===== src/rtl/mul_result_serializer.sv =====
// mul_result_serializer: buffers 64-bit products and emits each as LO then HI word.
// Optional MUL_RESULT_OVF_EN adds in_signed/out_ovf per-entry overflow flag.
module mul_result_serializer #(
  parameter int DEPTH = 4,
  parameter int WW    = 32,
  parameter int PW    = 2 * WW
) (
  input  logic                     clk,
  input  logic                     rst,
  input  logic                     in_valid,
  output logic                     in_ready,
  input  logic [PW-1:0]            in_prod,
`ifdef MUL_RESULT_OVF_EN
  input  logic                     in_signed,
  output logic                     out_ovf,
`endif
  output logic                     out_valid,
  input  logic                     out_ready,
  output logic [WW-1:0]            out_word,
  output logic                     out_hi,
  output logic                     out_last,
  output logic [$clog2(DEPTH):0]   count
);
  localparam int AW = $clog2(DEPTH);
  localparam int CW = AW + 1;
  localparam logic [CW-1:0] FULL = CW'(DEPTH);
  typedef enum logic [1:0] {IDLE, LO, HI} state_t;
  state_t state_q, state_d;
  logic [PW-1:0] mem_q [DEPTH];
  logic [PW-1:0] head;
  logic [AW-1:0] wr_ptr_q, rd_ptr_q;
  logic [CW-1:0] count_q, count_d;
  logic push, pop;
`ifdef MUL_RESULT_OVF_EN
  logic ovf_q [DEPTH];
  logic ovf_d;
  assign ovf_d = in_signed ? (in_prod[PW-1:WW] != {WW{in_prod[WW-1]}}) : (in_prod[PW-1:WW] != '0);
  always_ff @(posedge clk)
    if (push) ovf_q[wr_ptr_q] <= ovf_d;
  assign out_ovf = out_valid && ovf_q[rd_ptr_q];
`endif
  assign in_ready = count_q != FULL;
  assign push     = in_valid && in_ready;
  assign pop      = (state_q == HI) && out_ready;
  assign count_d  = count_q + CW'(push) - CW'(pop);
  assign count    = count_q;
  assign head     = mem_q[rd_ptr_q];
  always_ff @(posedge clk)
    if (push) mem_q[wr_ptr_q] <= in_prod;
  always_ff @(posedge clk) begin
    if (rst) begin
      wr_ptr_q <= '0;
      rd_ptr_q <= '0;
      count_q  <= '0;
    end else begin
      count_q <= count_d;
      if (push) wr_ptr_q <= wr_ptr_q + AW'(1);
      if (pop) rd_ptr_q <= rd_ptr_q + AW'(1);
    end
  end
  always_ff @(posedge clk)
    state_q <= rst ? IDLE : state_d;
  // Entering LO on count_d lets a fresh push surface on the very next cycle.
  always_comb begin
    state_d = state_q;
    state_d = (state_q == IDLE) ? ((count_d != '0) ? LO : IDLE) :
              (state_q == LO)   ? (out_ready ? HI : LO) :
              (out_ready ? ((count_d != '0) ? LO : IDLE) : HI);
  end
  always_comb begin
    out_valid = state_q != IDLE;
    out_hi    = state_q == HI;
    out_last  = state_q == HI;
    out_word  = (state_q == LO) ? head[WW-1:0] : (state_q == HI) ? head[PW-1:WW] : '0;
  end
endmodule


===== config.mk =====
export PLATFORM = sky130hd
export DESIGN_NAME = mul_result_serializer
export DESIGN_NICKNAME = d
export VERILOG_FILES = /design/src/rtl/mul_result_serializer.sv
export SDC_FILE = /design/constraint.sdc
export NUM_CORES = 1
export LEC_CHECK = 0
export BUFFER_PORTS_ARGS = -buffer_cell sky130_fd_sc_hd__buf_2
export CAP_MARGIN = 20
export CORE_MARGIN = 2
export CORE_UTILIZATION = 40
export CTS_CLUSTER_DIAMETER = 40
export DETAILED_ROUTE_END_ITERATION = 8
export MAX_ROUTING_LAYER = met4
export PLACE_DENSITY = 0.69
export SYNTH_ARGS = -nofsm -noshare
export SYNTH_HDL_FRONTEND = slang
export SYNTH_SLANG_ARGS = --single-unit

===== constraint.sdc =====
create_clock -name clk -period 2.55 [get_ports clk]
set_input_delay 0.51 -clock clk [delete_from_list [all_inputs] [get_ports clk]]
set_output_delay 0.51 -clock clk [all_outputs]
set_load 0.005 [all_outputs]

; Yosys cells after proc, flatten, opt, wreduce, memory -nomap -nowiden
; Memory sizes are Yosys's and may differ from the RTL's. A register that Yosys moved wholly into a read port is not among the register bits.
; Cells that the tools add are included.
[op_classes]
eq_ne = 3
n_addsub = 4
reduce_logical = 5
n_mux = 11
[ops]
columns = operator, n
row1 = 32-bit 2-to-1 mux, 2
row2 = 2-bit 2-to-1 mux, 6
row3 = 2-bit by 1-bit adder with 2-bit output (second input constant), 2
row4 = 3-bit by 1-bit adder with 3-bit output, 1
row5 = 1-bit 2-to-1 mux, 3
row6 = 3-bit inequality test (second input constant), 1
row7 = 3-bit nonzero test, 1
row8 = 3-bit by 1-bit subtractor with 3-bit output, 1
row9 = 2-bit by 1-bit equality test with 1-bit output (second input constant), 1
row10 = 2-bit equality test (second input constant), 1
row11 = 1-bit logical AND, 2
row12 = 2-bit zero test, 1
row13 = 2-bit nonzero test, 1
[word_totals]
n_memories = 1
elab_cells = 28
ff_bits = 9
out_inout_bits = 39
ram_bits = 256
in_bits = 68
[memory_table]
columns = memory, words, word_bits, read_ports, rd_ports_with_merged_regs, wr, line
row1 = mem_q, 4, 64, 1, 1, 1, 29  ; logic [PW-1:0] mem_q [DEPTH];

; Depth between registers and ports, before layout
; Gate-level depths: netlist (run 1).
[depth]
ltp_word = 9
ltp_mapped = 10
mapped_depth_nobuf = 10

; Least setup slack after synthesis (run 1)
; OpenSTA, ideal clock, no wires.
[synth_path]
kind = register -> register
start = register count_q[2] (netlist: count[2])
end = memory mem_q[0][0] (netlist name) (enable)
path_buffers = 0
path_stages_with_launch = 4
required_ns = 2.121
setup_ns = 0.429
arrival_time_ns = 2.210
setup_slack_ns = -0.089
synth_period_minus_slack_ns = 2.639
cell_sequence = dfxtp_1 nor3b_1 inv_1 and3_1
[synth_between]
elab_chain_len = 4
[synth_rtl]
columns = element, line
row1 = "start, declared", 32  ; logic [CW-1:0] count_q, count_d;
row2 = "start signal, assigned", 56  ; count_q <= count_d;
row3 = 3-bit inequality test, 42  ; assign in_ready = count_q != FULL;
row4 = named net in_ready, 11  ; output logic in_ready,
row5 = 1-bit logical AND, 43  ; assign push = in_valid && in_ready;
row6 = 1-bit 2-to-1 mux, 49  ; if (push) mem_q[wr_ptr_q] <= in_prod;
row7 = 1-bit 2-to-1 mux (not written as such), 49
row8 = "end, declared", 29
; The timed path passes the listed nets, and every way through them passes these cells.

==> tab_implementation.tex, run 1 <==
\begin{tabular}{lr}
\hline
Metric & Value \\
\hline
\multicolumn{2}{l}{\textbf{Run status}} \\
Status & finished with violations \\
Failing checks & setup timing \\
\multicolumn{2}{l}{\textbf{Global route}} \\
Leftover overflow at the end of global routing & 0 \\
Antenna violations before repair & 3 \\
Wire length of the first global-routing pass & 30.8 mm \\
Vias in the first global route & 5387 \\
Tot GR Track Use & 15.8\% \\
Pin count of the biggest net entering global routing & 65 \\
\multicolumn{2}{l}{\textbf{Clocking}} \\
Clock tree from TritonCTS & yes \\
Clock net sink count & approximately 270 \\
Clock Pin Slew Worst Setup and Hold Paths & 0.06 ns \\
Clock H-tree levels & 2 \\
Number of buffers created by CTS & 37 \\
Source-to-sink clock delay at the later pin of the worst-skew pair & 0.51 ns \\
Maximum buffer depth of the clock tree & 3 \\
Buffer type at the clock tree root & sky130\_fd\_sc\_hd\_\_clkbuf\_16 \\
\multicolumn{2}{l}{\textbf{Power}} \\
Leakage power of the design & roughly 4.3 nW \\
Share of power burned in registers & 44.6\% \\
Portion of total power attributed to combinational logic & between 10\% and 20\% \\
Total power of the final layout & around 12 mW \\
Switching power & 2.83 mW \\
Cell-internal power & 9.17 mW \\
IR Drop Worst-Case VDD & between 0.0003 and 0.0004 V \\
Portion of total power attributed to the clock network & 41.8\% \\
Switching power as a share of total power & 23.6\% \\
Power per Cell Area & 953 nW/µm² \\
\multicolumn{2}{l}{\textbf{Min path}} \\
Hold Path Class & input pin to flip-flop \\
\multicolumn{2}{l}{\textbf{Worst setup path}} \\
Data required time at the worst endpoint & 2.04 ns \\
Slowest library cell on the worst path & sky130\_fd\_sc\_hd\_\_mux4\_2 \\
Cell type group with the largest total delay on the critical path & multiplexers \\
Critical path buffers and inverters & 3 \\
Critical Path End Type & output port \\
Data arrival time at the worst-slack endpoint & 2.09 ns \\
Critical path, cell by cell & buf\_12 > clkbuf\_16 > mux4\_2 > a22o\_1 > buf\_2 \\
Maximum fanout along the worst path & 5 \\
Nature of the critical path startpoint & flip-flop \\
Setup Crit Path Kind & flip-flop to output port \\
Delay of the slowest cell on the worst path & 0.49 ns \\
\multicolumn{2}{l}{\textbf{Route}} \\
Total DRC errors in the routed layout & 0 \\
DRC violation total after the first TritonRoute iteration & 352 \\
Count of TritonRoute iterations in the first routing pass & 4 \\
Number of routed nets with antenna violations & 0 \\
Wire length after detailed routing & 20.3 mm \\
Routed vias & 4920 \\
Via density per instance & 5.27 \\
WL per Instance & 21.8 µm \\
\multicolumn{2}{l}{\textbf{Timing}} \\
Finish-stage setup viols & 13 \\
Fmax & roughly 0.39 GHz \\
Slew Viols, Final & 0 \\
Final hold viol count & 0 \\
Max-slew headroom at the worst pin & 31.1\% \\
Transition time of the tightest slew-check pin & between 1 and 1.5 ns \\
Final worst path period share & 102\% \\
Final worst setup slack & -0.0468 ns \\
Final critical path time including I/O delays and setup & roughly 2.6 ns \\
Hold\_ws & 0.216 ns \\
Unrepaired setup endpoints after global routing & yes \\
Final Skew & 0.0124 ns \\
\multicolumn{2}{l}{\textbf{Floorplanning}} \\
Die ar. & 27000 µm² \\
Site row count & 58 \\
Die span in x & 164 µm \\
Die span in y & between 150 and 200 µm \\
Count of pins on the block boundary & 107 \\
Starting density of the core & 40.8\% \\
Area inside the core boundary & 25200 µm² \\
\multicolumn{2}{l}{\textbf{Placed design}} \\
Count of buffers from port buffering & 106 \\
HPWL after DPL & between 10 and 15 mm \\
GPL Wtd Cong & 0.730 \\
\multicolumn{2}{l}{\textbf{Finish}} \\
Area Overhead vs Synth & 22.7\% \\
Number of fillers in the final layout & 2027 \\
Ratio of cells with drive above 1 in the final layout & between 30\% and 40\% \\
Post-layout net count & 646 \\
Most frequent standard cell in the layout excluding fill and tap cells & sky130\_fd\_sc\_hd\_\_edfxtp\_1 \\
Commonest cells after routing, fill and taps aside & 256 x sky130\_fd\_sc\_hd\_\_edfxtp\_1, 105 x sky130\_fd\_sc\_hd\_\_buf\_2, 46 x sky130\_fd\_sc\_hd\_\_mux4\_2 \\
\multicolumn{2}{l}{\textbf{Synthesis}} \\
Netlist area before placement & roughly 10000 µm² \\
Simple-gate share of the synthesized area & under 10\% \\
Distinct cell type count after synthesis & 32 \\
Synth Net Count & 509 \\
Adder-cell share of the synthesized area & 0.926\% \\
Warning count from the yosys run & 0 \\
Largest family of logic cells by synthesized area & multiplexers \\
Fraction of synthesized area in multiplexers & 15.2\% \\
Sequential cell area fraction in the yosys report & 77.0\% \\
Compound-gate portion of the synthesized area & 3.19\% \\
Total of flip-flops plus latches after synthesis & 267 \\
Post-synthesis average cell area & between 20 and 25 µm² \\
Cell count after synthesis & 434 \\
XOR/XNOR Fraction of Synth Area & 0.390\% \\
\multicolumn{2}{l}{\textbf{Flow run}} \\
Max Cap Violations & 0 \\
\hline
\end{tabular}
-- flip-flops by register name, indices dropped and copies added (netlist names), named ones only --
name,cells
count,3
rd_ptr_q,2
mem_q,256
wr_ptr_q,2
state_q,2
-- Yosys cell counts --
cell type | instances | area share [%]
sky130_fd_sc_hd__a21oi_1 | 4 | 0.19
sky130_fd_sc_hd__a22o_1 | 32 | 2.7
sky130_fd_sc_hd__and3_1 | 4 | 0.24
sky130_fd_sc_hd__buf_1 | 2 | 0.073
sky130_fd_sc_hd__buf_12 | 3 | 0.58
sky130_fd_sc_hd__buf_2 | 6 | 0.29
sky130_fd_sc_hd__buf_4 | 1 | 0.073
sky130_fd_sc_hd__buf_6 | 2 | 0.22
sky130_fd_sc_hd__buf_8 | 2 | 0.29
sky130_fd_sc_hd__clkbuf_1 | 7 | 0.26
sky130_fd_sc_hd__clkbuf_2 | 1 | 0.049
sky130_fd_sc_hd__dfxtp_1 | 11 | 2.1
sky130_fd_sc_hd__edfxtp_1 | 256 | 75
sky130_fd_sc_hd__fa_1 | 1 | 0.19
sky130_fd_sc_hd__ha_1 | 6 | 0.73
sky130_fd_sc_hd__inv_1 | 8 | 0.29
sky130_fd_sc_hd__mux2i_1 | 1 | 0.097
sky130_fd_sc_hd__mux4_1 | 30 | 7.7
sky130_fd_sc_hd__mux4_2 | 34 | 7.5
sky130_fd_sc_hd__nand2_1 | 1 | 0.037
sky130_fd_sc_hd__nand3_1 | 2 | 0.097
sky130_fd_sc_hd__nand3b_1 | 1 | 0.073
sky130_fd_sc_hd__nand4b_1 | 1 | 0.085
sky130_fd_sc_hd__nor2_1 | 4 | 0.15
sky130_fd_sc_hd__nor2b_1 | 5 | 0.30
sky130_fd_sc_hd__nor3b_1 | 1 | 0.073
sky130_fd_sc_hd__o21ai_0 | 2 | 0.097
sky130_fd_sc_hd__o311ai_0 | 1 | 0.085
sky130_fd_sc_hd__o41ai_1 | 1 | 0.085
sky130_fd_sc_hd__or2_2 | 1 | 0.061
sky130_fd_sc_hd__xnor3_1 | 1 | 0.22
sky130_fd_sc_hd__xor2_1 | 2 | 0.17
-- power groups by stage --
stage               Clock [mW]  Sequential (mW)  Combinational (mW)
floorplan                    0             5.40               0.927
global placement             0             5.41                1.54
detailed placement           0             5.45                1.59
CTS                       5.13             5.36                1.64
global route              5.33             5.39                1.77
finish                    5.02             5.36                1.63
-- timing repair --
item	in CTS	in global routing
endpoints found under the hold margin	0	0
cloned	2	2
pin swaps	5	10
endpoints found under the setup margin	26	33
buffers inserted	1	0
resized for setup	10	8
hold buffers	0	0
-- final timing paths --
path	from	to	slack, ns	cells after the start
setup reg to reg	state_q[0]$_SDFF_PP0_	state_q[0]$_SDFF_PP0_	0.17	9
setup / recovery	flip-flop	out_word[18]	-0.05	5
hold / removal	in_prod[26]	mem_q[2][26]$_DFFE_PP_	0.22	1
hold reg to reg	wr_ptr_q[1]$_SDFFE_PP0P_	wr_ptr_q[1]$_SDFFE_PP0P_	0.55	2
-- metrics by stage --
| step | util, % | setup TNS, ns | cells | cell area (µm²) | worst slack, ns |
|---|---|---|---|---|---|
| after detailed placement | 44.7 | -0.0209 | 857 | 11200 | -0.0209 |
| after global placement | 44.7 | 0 | 857 | 11200 | 0.140 |
| after CTS | 49.8 | -1.49 | 928 | 12500 | -0.0785 |
| after floorplan | - | 0 | 434 | 10300 | 0.271 |
| final | 50.0 | -0.215 | 933 | 12600 | -0.0468 |
| after global routing | 50.0 | -2.22 | 933 | 12600 | -0.103 |
-- area by class of cell --
type,instances,area (µm²),area share [%]
Sequential cell,267,7920,62.8
Inverter,8,30.0,0.238
Clock inverter,25,249,1.98
Timing Repair Buffer,122,852,6.77
Tap cell,330,413,3.28
Multi-Input combinational cell,135,2140,17.0
Clock buffer,43,991,7.87
Antenna cell,3,7.51,0.0596
-- metal layers --
metal  vias to the layer above  GRT usage [%]  routed length [µm]
met2                       149           26.9               10500
li1                       2165              -                   -
met1                      2571           18.7                8250
met4                         0           4.31                 366
met3                        35           4.24                1220
met5                         -              -                   0
-- cell families (layout without fill, tap and decap cells) --
logic type,Yosys count,count (layout)
adders and majority gates,7,7
xor gates and xnor gates,3,3
AOI/OAI and AO/OA,40,40
buffers and inverters,32,198
and+or+nand+nor,20,20
other,0,3
DFF,267,267
muxes,65,65
Power figures use the tool's default switching activity.
==> inputs of run 2 (changes only) <==
==> constraint.sdc (replaced) <==
create_clock -name clk -period 2.3 [get_ports clk]
set_input_delay 0.46 -clock clk [delete_from_list [all_inputs] [get_ports clk]]
set_output_delay 0.46 -clock clk [all_outputs]
set_load 0.005 [all_outputs]
==> run 2 against run 1 <==
  * The flow still finishes with violations (setup timing)
  * Sequential cell count stayed put
  * Die area stayed put
  * Final cell count increased by 1.3%
  * Combinational power rose by 20%
  * Non-clock buffer count up 15
  * Worst setup slack got worse by 0.18 ns
  * Total power up 10%
  * Critical endpoint is now out_word[29]
  * Hold slack got worse by 0.040 ns
  * Largest power group unchanged
  * Register-to-register slack worse by 0.04 ns
  * Via count grew 0.61%
  * Critical path depth is the same
  * Clock power increased by 6.0%
==> tab_implementation.tex, run 2 (synthesis results as in run 1) <==
\begin{tabular}{lr}
\hline
Metric & Value \\
\hline
\multicolumn{2}{l}{\textbf{Run status}} \\
Status & finished with violations (unchanged) \\
Failing checks & setup timing (unchanged) \\
\multicolumn{2}{l}{\textbf{Timing}} \\
Slew Viols, Final & 0 (unchanged) \\
Transition time of the tightest slew-check pin & 0.446 ns (was 1.03 ns) \\
Unrepaired setup endpoints after global routing & yes (unchanged) \\
Finish-stage setup viols & 32 (was 13) \\
Final worst setup slack & -0.225 ns (was -0.0468 ns) \\
Final critical path time including I/O delays and setup & 2.53 ns \\
Setup TNS & -6.15 ns (was -0.215 ns) \\
Final worst path period share & 110\% \\
Max-slew headroom at the worst pin & 70.3\% (was 31.1\%) \\
Fmax & 0.396 GHz \\
Final Skew & 0.0106 ns (was 0.0124 ns) \\
Final hold viol count & 0 (unchanged) \\
\multicolumn{2}{l}{\textbf{Worst setup path}} \\
Slowest library cell on the worst path & sky130\_fd\_sc\_hd\_\_mux4\_1 (was sky130\_fd\_sc\_hd\_\_mux4\_2) \\
Data arrival time at the worst-slack endpoint & 2.07 ns (was 2.09 ns) \\
Maximum fanout along the worst path & 6 (was 5) \\
Critical Path End Type & output port (unchanged) \\
Critical path, cell by cell & buf\_6 > clkbuf\_16 > mux4\_1 > a22o\_1 > buf\_2 (was buf\_12 > clkbuf\_16 > mux4\_2 > a22o\_1 > buf\_2) \\
Setup Crit Path Kind & flip-flop to output port (unchanged) \\
Delay of the slowest cell on the worst path & 0.56 ns (was 0.49 ns) \\
Data required time at the worst endpoint & 1.84 ns (was 2.04 ns) \\
Number of cell instances on the worst register-to-register path & 10 (was 9) \\
Nature of the critical path startpoint & flip-flop (unchanged) \\
\multicolumn{2}{l}{\textbf{Power}} \\
IR Drop Worst-Case VDD & 0.000699 V (was 0.000396 V) \\
Portion of total power attributed to combinational logic & 14.9\% (was 13.5\%) \\
Power per Cell Area & 1040 nW/µm² (was 953 nW/µm²) \\
Portion of total power attributed to the clock network & 40.3\% (was 41.8\%) \\
Share of power burned in registers & 44.9\% (was 44.6\%) \\
Cell-internal power & 10.1 mW (was 9.17 mW) \\
Switching power & 3.09 mW (was 2.83 mW) \\
Leakage power of the design & 4.37 nW (was 4.32 nW) \\
Switching power as a share of total power & 23.3\% (was 23.6\%) \\
\multicolumn{2}{l}{\textbf{Clocking}} \\
Number of buffers created by CTS & 37 (unchanged) \\
Maximum buffer depth of the clock tree & 3 (unchanged) \\
Source-to-sink clock delay at the later pin of the worst-skew pair & 0.50 ns (was 0.51 ns) \\
Clock tree from TritonCTS & yes (unchanged) \\
CTS Hold Bufs & 0 (unchanged) \\
Clock Pin Slew Worst Setup and Hold Paths & 0.05 ns (was 0.06 ns) \\
Clock net sink count & 267 (unchanged) \\
Clock H-tree levels & 2 (unchanged) \\
Buffer type at the clock tree root & sky130\_fd\_sc\_hd\_\_clkbuf\_16 (unchanged) \\
\multicolumn{2}{l}{\textbf{Floorplanning}} \\
Count of pins on the block boundary & 107 (unchanged) \\
Die span in y & 164 µm (unchanged) \\
Site row count & 58 (unchanged) \\
Die span in x & 164 µm (unchanged) \\
Starting density of the core & 40.8\% (unchanged) \\
Area inside the core boundary & 25200 µm² (unchanged) \\
Die ar. & 27000 µm² (unchanged) \\
\multicolumn{2}{l}{\textbf{Global route}} \\
Wire length of the first global-routing pass & 30.0 mm (was 30.8 mm) \\
Tot GR Track Use & 15.3\% (was 15.8\%) \\
Antenna violations before repair & 2 (was 3) \\
Global-route track usage on met2 & 25.3\% (was 26.9\%) \\
Most utilized layer in the global route result & met2 (unchanged) \\
Leftover overflow at the end of global routing & 0 (unchanged) \\
Met3 Track Usage GR & 3.94\% (was 4.24\%) \\
Pin count of the biggest net entering global routing & 65 (unchanged) \\
Routing usage on met1 & 18.7\% (about the same) \\
Vias in the first global route & 5296 (was 5387) \\
\multicolumn{2}{l}{\textbf{Route}} \\
Count of TritonRoute iterations in the first routing pass & 4 (unchanged) \\
Number of routed nets with antenna violations & 0 (unchanged) \\
Total DRC errors in the routed layout & 0 (unchanged) \\
Via density per instance & 5.24 (was 5.27) \\
Wire length after detailed routing & 20.6 mm (was 20.3 mm) \\
DRC violation total after the first TritonRoute iteration & 372 (was 352) \\
WL per Instance & 21.8 µm (about the same) \\
Routed vias & 4950 (was 4920) \\
\multicolumn{2}{l}{\textbf{Min path}} \\
Hold Path Class & input pin to flip-flop (unchanged) \\
Hold path cells & 1 (unchanged) \\
\multicolumn{2}{l}{\textbf{Placed design}} \\
Post-Place Worst Slack & -0.0841 ns (was -0.0209 ns) \\
GPL Wtd Cong & 0.684 (was 0.730) \\
HPWL after DPL & 10.7 mm (was 10.8 mm) \\
Count of buffers from port buffering & 106 (unchanged) \\
Area post-placement & 11300 µm² (was 11200 µm²) \\
\multicolumn{2}{l}{\textbf{Finish}} \\
Final std cell area, no fill & 12700 µm² (was 12600 µm²) \\
Register with the most flip-flops & mem\_q (unchanged) \\
Ratio of cells with drive above 1 in the final layout & 43.1\% (was 39.7\%) \\
Area Overhead vs Synth & 23.8\% (was 22.7\%) \\
Post-layout net count & 661 (was 646) \\
Most frequent standard cell in the layout excluding fill and tap cells & sky130\_fd\_sc\_hd\_\_edfxtp\_1 (unchanged) \\
Commonest cells after routing, fill and taps aside & 256 x sky130\_fd\_sc\_hd\_\_edfxtp\_1, 105 x sky130\_fd\_sc\_hd\_\_buf\_2, 54 x sky130\_fd\_sc\_hd\_\_mux4\_2 (was 256 x sky130\_fd\_sc\_hd\_\_edfxtp\_1, 105 x sky130\_fd\_sc\_hd\_\_buf\_2, 46 x sky130\_fd\_sc\_hd\_\_mux4\_2) \\
Flip-flop count of the largest register, all copies and words added & 256 (unchanged) \\
\multicolumn{2}{l}{\textbf{Flow run}} \\
Max Cap Violations & 0 (unchanged) \\
\hline
\end{tabular}
==> run 2: timing repair <==
item / CTS / global route
gates cloned: 0 / 8
endpoints found under the hold margin: 0 / 0
gates resized for setup: 11 / 23
buffers inserted: 0 / 5
pin swaps: 1 / 20
endpoints found under the setup margin: 33 / 33
==> run 2: power groups by stage <==
stage	clock network (mW)	registers, mW	logic, mW
after floorplan	0	5.99	1.03
after global placement	0	5.98	1.80
after detailed placement	0	6.02	1.84
after CTS	5.47	5.93	1.86
after global routing	5.68	5.96	2.12
final	5.32	5.93	1.96
==> run 2: final timing paths <==
path                                 start                        to  slack [ns]
setup / recovery                 flip-flop              out_word[29]       -0.23
hold / removal                 in_prod[32]    mem_q[1][32]$_DFFE_PP_        0.18
setup reg to reg       count[2]$_SDFF_PP0_     state_q[0]$_SDFF_PP0_        0.13
hold reg to reg   rd_ptr_q[1]$_SDFFE_PP0P_  rd_ptr_q[1]$_SDFFE_PP0P_        0.53
==> run 2: routing by layer <==
layer | part of all wire, % | vias to the layer above
met4 | 1.8 | 0
met2 | 51 | 150
li1 | - | 2171
met3 | 6.5 | 34
met5 | 0 | -
met1 | 41 | 2595
==> run 2: final cells by class <==
class	instances	area [µm²]
Tap cell	330	413
Inverter	8	30.0
Antenna cell	2	5.00
Sequential cell	267	7920
Fill cell	2008	12500
Multi-Input combinational cell	135	2130
Clock buffer	45	998
Clock inverter	21	193
Timing Repair Buffer	137	1030
==> run 2: worst max-delay path: cells and delay by family (launching register included) <==
family / cells / cell delay [ns]
DFF: 1 / 0.38
muxes: 1 / 0.56
buffers and inverters: 3 / 0.43
AOI/OAI and AO/OA: 1 / 0.21
==> run 2: through the flow <==
step	cells	utilization, %	hold slack, ns	total power, mW
2_1_floorplan	434	-	0.484	7.02
3_3_place_gp	864	45.0	0.491	7.78
3_5_place_dp	864	45.0	0.529	7.86
4_1_cts	930	49.6	0.154	13.3
5_1_grt	945	50.5	0.160	13.8
6_report	945	50.5	0.176	13.2
